===== config.mk =====
export PLATFORM = sky130hd
export DESIGN_NAME = seg_disp_sched_flat
export DESIGN_NICKNAME = d
export VERILOG_FILES = /design/src/rtl/seg_disp_sched_if.sv /design/src/rtl/seg_disp_sched.sv /design/src/flat_wrapper.sv
export SDC_FILE = /design/constraint.sdc
export NUM_CORES = 1
export LEC_CHECK = 0
export ABC_AREA = 1
export CAP_MARGIN = 10
export CORE_MARGIN = 2
export CORE_UTILIZATION = 37
export DETAILED_ROUTE_END_ITERATION = 10
export GPL_TIMING_DRIVEN = 1
export PLACE_DENSITY = 0.71
export SLEW_MARGIN = 20
export SYNTH_ARGS = -nofsm -noshare
export SYNTH_HDL_FRONTEND = slang
export SYNTH_SLANG_ARGS = --single-unit

===== constraint.sdc =====
create_clock -name cclk -period 2.5 [get_ports cclk]
set_clock_uncertainty 0.05 [all_clocks]
set_input_delay 0.625 -clock cclk [delete_from_list [all_inputs] [get_ports cclk]]
set_output_delay 0.625 -clock cclk [all_outputs]
set_load 0.1 [all_outputs]

===== src/rtl/seg_disp_sched_if.sv =====
// Requester/display-side bundle for seg_disp_sched: request/data inputs and
// grant, display value and scan-tick outputs.
interface seg_disp_sched_if;
  logic [3:0]  req;
  logic [63:0] data_in;
  logic [3:0]  gnt;
  logic [1:0]  owner;
  logic [15:0] disp_x;
  logic        blank;
  logic        scan_tick;

  modport master (output req, data_in,
                  input  gnt, owner, disp_x, blank, scan_tick);
  modport slave  (input  req, data_in,
                  output gnt, owner, disp_x, blank, scan_tick);
endinterface


===== src/rtl/seg_disp_sched.sv =====
// Round-robin scheduler sharing one hex 7-seg display among four requesters,
// with dwell, blanking gap and scan-tick generation. SEG_SCHED_PRIO_EN gives requester 0 priority.
module seg_disp_sched #(
  parameter int PRESCALE    = 50000,
  parameter int DWELL       = 1000,
  parameter int BLANK_TICKS = 4
) (
  input  logic            cclk,
  input  logic            clr,
  seg_disp_sched_if.slave sif
);
  localparam int PW = (PRESCALE > 1) ? $clog2(PRESCALE) : 1;
  localparam int DW = $clog2(DWELL + 1);
  localparam int BW = $clog2(BLANK_TICKS + 1);
  localparam logic [PW-1:0] PRE_MAX = PW'(PRESCALE - 1);
  localparam logic [DW-1:0] DWELL_C = DW'(DWELL);
  localparam logic [BW-1:0] BLANK_C = BW'(BLANK_TICKS);

  typedef enum logic [1:0] {S_IDLE, S_GRANT, S_BLANK} state_e;

  state_e        state_q, state_d;
  logic [PW-1:0] pre_q, pre_d;
  logic          tick_q;
  logic [1:0]    ptr_q, ptr_d;
  logic [DW-1:0] dwell_q, dwell_d;
  logic [BW-1:0] bcnt_q, bcnt_d;
  logic [3:0]    gnt_q, gnt_d;
  logic [1:0]    owner_q, owner_d;
  logic [15:0]   disp_q, disp_d;
  logic          blank_q, blank_d;

  logic [1:0] cand, rr_win, win;
  logic       prio_win, preempt, any_req, others, do_grant;

  // Free-running prescaler; the pulse lands the cycle after the terminal count.
  assign pre_d = (pre_q == PRE_MAX) ? '0 : pre_q + 1'b1;

  always_ff @(posedge cclk or posedge clr) begin
    if (clr) begin
      pre_q  <= '0;
      tick_q <= 1'b0;
    end else begin
      pre_q  <= pre_d;
      tick_q <= (pre_q == PRE_MAX);
    end
  end

  // First asserted request after the pointer, wrapping; the last owner is considered last.
  always_comb begin
    cand   = '0;
    rr_win = ptr_q;
    for (int k = 4; k >= 1; k--) begin
      cand = ptr_q + 2'(k);
      if (sif.req[cand]) rr_win = cand;
    end
  end

  assign any_req = |sif.req;
  assign others  = |(sif.req & ~gnt_q);

`ifdef SEG_SCHED_PRIO_EN
  assign prio_win = sif.req[0];
  assign win      = sif.req[0] ? 2'd0 : rr_win;
  assign preempt  = sif.req[0] && (owner_q != 2'd0);
`else
  assign prio_win = 1'b0;
  assign win      = rr_win;
  assign preempt  = 1'b0;
`endif

  always_comb begin
    state_d  = state_q;
    ptr_d    = ptr_q;
    dwell_d  = dwell_q;
    bcnt_d   = bcnt_q;
    gnt_d    = gnt_q;
    owner_d  = owner_q;
    disp_d   = disp_q;
    blank_d  = blank_q;
    do_grant = 1'b0;
    case (state_q)
      S_IDLE: begin
        gnt_d   = '0;
        blank_d = 1'b1;
        if (any_req) do_grant = 1'b1;
      end
      S_GRANT: begin
        disp_d = sif.data_in[{owner_q, 4'h0} +: 16];
        if (tick_q && dwell_q != DWELL_C) dwell_d = dwell_q + 1'b1;
        if (!sif.req[owner_q] || (dwell_q == DWELL_C && others) || preempt) begin
          state_d = S_BLANK;
          gnt_d   = '0;
          blank_d = 1'b1;
          bcnt_d  = '0;
        end
      end
      S_BLANK: begin
        // Requests are only looked at once the gap has fully elapsed.
        if (bcnt_q == BLANK_C) begin
          if (any_req) do_grant = 1'b1;
          else         state_d  = S_IDLE;
        end else if (tick_q) begin
          bcnt_d = bcnt_q + 1'b1;
        end
      end
      default: begin
        state_d = S_IDLE;
        gnt_d   = '0;
        blank_d = 1'b1;
      end
    endcase
    if (do_grant) begin
      state_d = S_GRANT;
      gnt_d   = 4'b0001 << win;
      owner_d = win;
      dwell_d = '0;
      blank_d = 1'b0;
      if (!prio_win) ptr_d = win;
    end
  end

  // disp_x is cleared only by reset; idle and blank both hold the last shown value.
  always_ff @(posedge cclk or posedge clr) begin
    if (clr) begin
      state_q <= S_IDLE;
      ptr_q   <= 2'd3;
      dwell_q <= '0;
      bcnt_q  <= '0;
      gnt_q   <= '0;
      owner_q <= '0;
      disp_q  <= '0;
      blank_q <= 1'b1;
    end else begin
      state_q <= state_d;
      ptr_q   <= ptr_d;
      dwell_q <= dwell_d;
      bcnt_q  <= bcnt_d;
      gnt_q   <= gnt_d;
      owner_q <= owner_d;
      disp_q  <= disp_d;
      blank_q <= blank_d;
    end
  end

  assign sif.gnt       = gnt_q;
  assign sif.owner     = owner_q;
  assign sif.disp_x    = disp_q;
  assign sif.blank     = blank_q;
  assign sif.scan_tick = tick_q;
endmodule


===== src/flat_wrapper.sv =====
// flat-port wrapper written by rule: the top's interface ports become plain ports
module seg_disp_sched_flat 
#(
  parameter int PRESCALE    = 50000,
  parameter int DWELL       = 1000,
  parameter int BLANK_TICKS = 4
)
  (cclk, clr, sif_req, sif_data_in, sif_gnt, sif_owner, sif_disp_x, sif_blank, sif_scan_tick);
  seg_disp_sched_if sif_i ();
  input  logic cclk;
  input  logic clr;
  input wire logic [$bits(sif_i.req)-1:0] sif_req;
  input wire logic [$bits(sif_i.data_in)-1:0] sif_data_in;
  output wire logic [$bits(sif_i.gnt)-1:0] sif_gnt;
  output wire logic [$bits(sif_i.owner)-1:0] sif_owner;
  output wire logic [$bits(sif_i.disp_x)-1:0] sif_disp_x;
  output wire logic [$bits(sif_i.blank)-1:0] sif_blank;
  output wire logic [$bits(sif_i.scan_tick)-1:0] sif_scan_tick;
  assign sif_i.req = sif_req;
  assign sif_i.data_in = sif_data_in;
  assign sif_gnt = sif_i.gnt;
  assign sif_owner = sif_i.owner;
  assign sif_disp_x = sif_i.disp_x;
  assign sif_blank = sif_i.blank;
  assign sif_scan_tick = sif_i.scan_tick;
  seg_disp_sched #(.PRESCALE(PRESCALE), .DWELL(DWELL), .BLANK_TICKS(BLANK_TICKS)) u_core (.cclk(cclk), .clr(clr), .sif(sif_i));
endmodule

==> impl_metrics.toml <==
[setup_path]
worstPathCellList = "buf_4, buf_12"
critical_path_class = "reg -> out"
cpPeakStageDelay_ns = 0.44
critPathTopFamily = "buffers and inverters"
startpoint_type = "flip-flop"
cp_max_fo = 32
cp-end-kind = "output pin"
arrival_ns = 1.39
cp.required_ns = 1.82
r2r-start = "u_core.sif.owner[0]$_DFFE_PP0P_"
cp-startpoint = "u_core.sif.owner[0]$_DFFE_PP0P_"
worst-path-buf-inv = 2
critPathSlowestCell = "dfrtp_1"

[placed_design]
place_ws_ns = 0.305
dpl.hpwl_mm = 7.07
place.gp.congestion = 0.918
port_buffers = 93
dpl.cell_count = 681

[worst_hold_path]
min_path_type = "reg -> reg"
hp-start = "u_core.pre_q[0]$_DFF_PP0_"

[clocking]
clkSlewWorstSetupHoldPaths_ns = 0.07
htreeDepth = 3
numCtsBuffers = 9
clk_latency_ns = 0.34
cts_max_path_buffers = 2
cts_hold_buf = 0
cts_root_buf = "clkbuf_8"
post_cts_resized = 0
cts_tree = "done"
cts_setup_buffers = 0
clock-sinks = 57

[layout]
fin_nets = 656
syn2layout_area_growth_pct = 34.1
stdcell_count = 696
fillers = 859
drive_gt1_frac = 0.133
multi_input_area_um2 = 1740
regArea_um2 = 1430
antenna_cells = 0

[synth]
synth.top_cell.area_share = 0.388
syn-mean-instance-area_um2 = 7.14
synthFlopType = "dfrtp_1"
synth_seq_area_share = 0.410
synth_top_cell_by_area = "dfrtp_1"
synthTopCellsByArea = "dfrtp_1 (39%), nor2_1 (11%), nand2_1 (10%)"
yosys_register_bits = 57
async_reset_ff_frac = 1.00
synthCells = 488
syn_nets = 563
synth_area_um2 = 3480
synth_warnings = 0
synth_edf_count = 0
ys_types = 36

[floorplanning]
ioPinCount = 94
die_y_um = 101
dieArea_um2 = 10200
rows = 35
chipWidth_um = 101
core_area_um2 = 9200
start_util = 0.379

[pwr]
p_total_mw = 1.95
pwr_density_cell_nw_per_um2 = 417
peakVddDrop_mv = 0.230
leakage_nw = 2.11

[routing]
route.vias.total = 3518
vias_per_cell = 5.05
antenna_left = 0
first_iter_violations = 131
drcViolationCount = 0
wl_per_cell_um = 13.5
drt_wl_total_mm = 9.41
drt_first_pass_iters = 7

[sta]
final_hold_viol_count = 0
min_period_over_period = 0.828
setup_slack_ns = 0.431
setup_viol = 0
tightest_slew_ns = 0.508
rsz0062_at_grt = "no"
timing.fmax_mhz = 483
min_period_ns = 2.07
max_slew_margin = 0.661
fin_setup_tns_ns = 0
maxSlewViolCount = 0

[grt]
grt_first_pass_wirelength_mm = 15.8
grt_pass1_vias = 3349
gr-total-overflow = 0
antenna_found_initial = 0
grt.total_usage = 0.194
grt_start_max_net_pins = 36

[flow_run]
cap_violations = 0

[run_status]
status = "finished clean"
[synth_stat cells (2+ instances only)]
cell	number
a21oi_1	8
a31oi_1	16
buf_2	9
buf_4	2
clkbuf_1	5
dfrtp_1	54
dfstp_2	3
ha_1	5
inv_1	45
inv_2	8
nand2_1	95
nand2_2	6
nand3_1	25
nand3_2	2
nand4_1	12
nor2_1	106
nor2_2	2
nor3_1	8
nor3_2	3
nor4_1	2
o21ai_0	33
o21ai_1	12
o21ai_2	2
o22ai_1	2
xor2_1	12
[registers in the layout, indices dropped and copies added, names as in the netlist]
signal / cells
u_core.bcnt_q: 3
u_core.dwell_q: 10
u_core.pre_q: 16
u_core.ptr_q: 2
u_core.sif.blank: 1
u_core.sif.disp_x: 16
u_core.sif.gnt: 4
u_core.sif.owner: 2
u_core.sif.scan_tick: 1
u_core.state_q: 2
[cell type report]
| type | count | share of cell area |
|---|---|---|
| Clock buffer | 10 | 0.0295 |
| Clock inverter | 5 | 0.0120 |
| Inverter | 54 | 0.0439 |
| Multi-Input combinational cell | 359 | 0.373 |
| Sequential cell | 57 | 0.306 |
| Tap cell | 111 | 0.0297 |
| Timing Repair Buffer | 100 | 0.206 |
[power by group]
| part | internal (mW) | leakage (nW) | switching, mW | total (mW) |
|---|---|---|---|---|
| clock | 0.480 | 0.0981 | 0.387 | 0.867 |
| sequential | 0.922 | 0.672 | 0 | 0.922 |
| combinational | 0.108 | 1.34 | 0.0527 | 0.160 |
[metal layers]
layer	vias up	GRT usage	wire length, µm
met4	0	0.0738	221
met2	82	0.328	4810
met1	1656	0.246	4060
li1	1760	-	-
met5	-	0	0
met3	20	0.0381	314
[stage by stage]
step / hold slack, ns / instance area (µm²) / utilization
6_report: 0.425 / 4670 / 0.508
2_1_floorplan: 0.383 / 3480 / -
3_5_place_dp: 0.412 / 4480 / 0.487
4_1_cts: 0.421 / 4670 / 0.508
3_3_place_gp: 0.394 / 4480 / 0.487
5_1_grt: 0.435 / 4670 / 0.508
[worst paths after layout]
path                                                end  slack, ns  cells past startpoint
max                                        sif_owner[0]       0.43                      2
min                           u_core.pre_q[0]$_DFF_PP0_       0.42                      1
max reg2reg                u_core.bcnt_q[0]$_DFFE_PP0P_       0.72                      8
min reg2reg                   u_core.pre_q[0]$_DFF_PP0_       0.42                      1
max in group asynchronous   u_core.ptr_q[1]$_DFFE_PP1P_       1.41                      3
min in group asynchronous     u_core.pre_q[5]$_DFF_PP0_       0.45                      2
[cell usage in the layout, fill, tap and decap left out, types with 8 or more instances in the layout]
master / n
a31oi_1: 16
nand2_1: 95
o21ai_0: 33
inv_1: 44
dfrtp_1: 54
inv_2: 9
nor2_1: 106
clkbuf_8: 10
o21ai_1: 12
nor3_1: 8
buf_4: 28
a21oi_1: 8
nand4_1: 12
clkdlybuf4s50_1: 69
nand3_1: 25
xor2_1: 12
[kinds of logic after synthesis]
logic type               share of synthesized area
flip-flops                                   0.410
AND/OR/NAND/NOR                              0.331
buffers and inverters                       0.0890
XOR/XNOR                                    0.0302
adder cells (fa/ha/maj)                     0.0180
AO/OA/AOI/OAI                                0.121
Power figures use the tool's default switching activity.
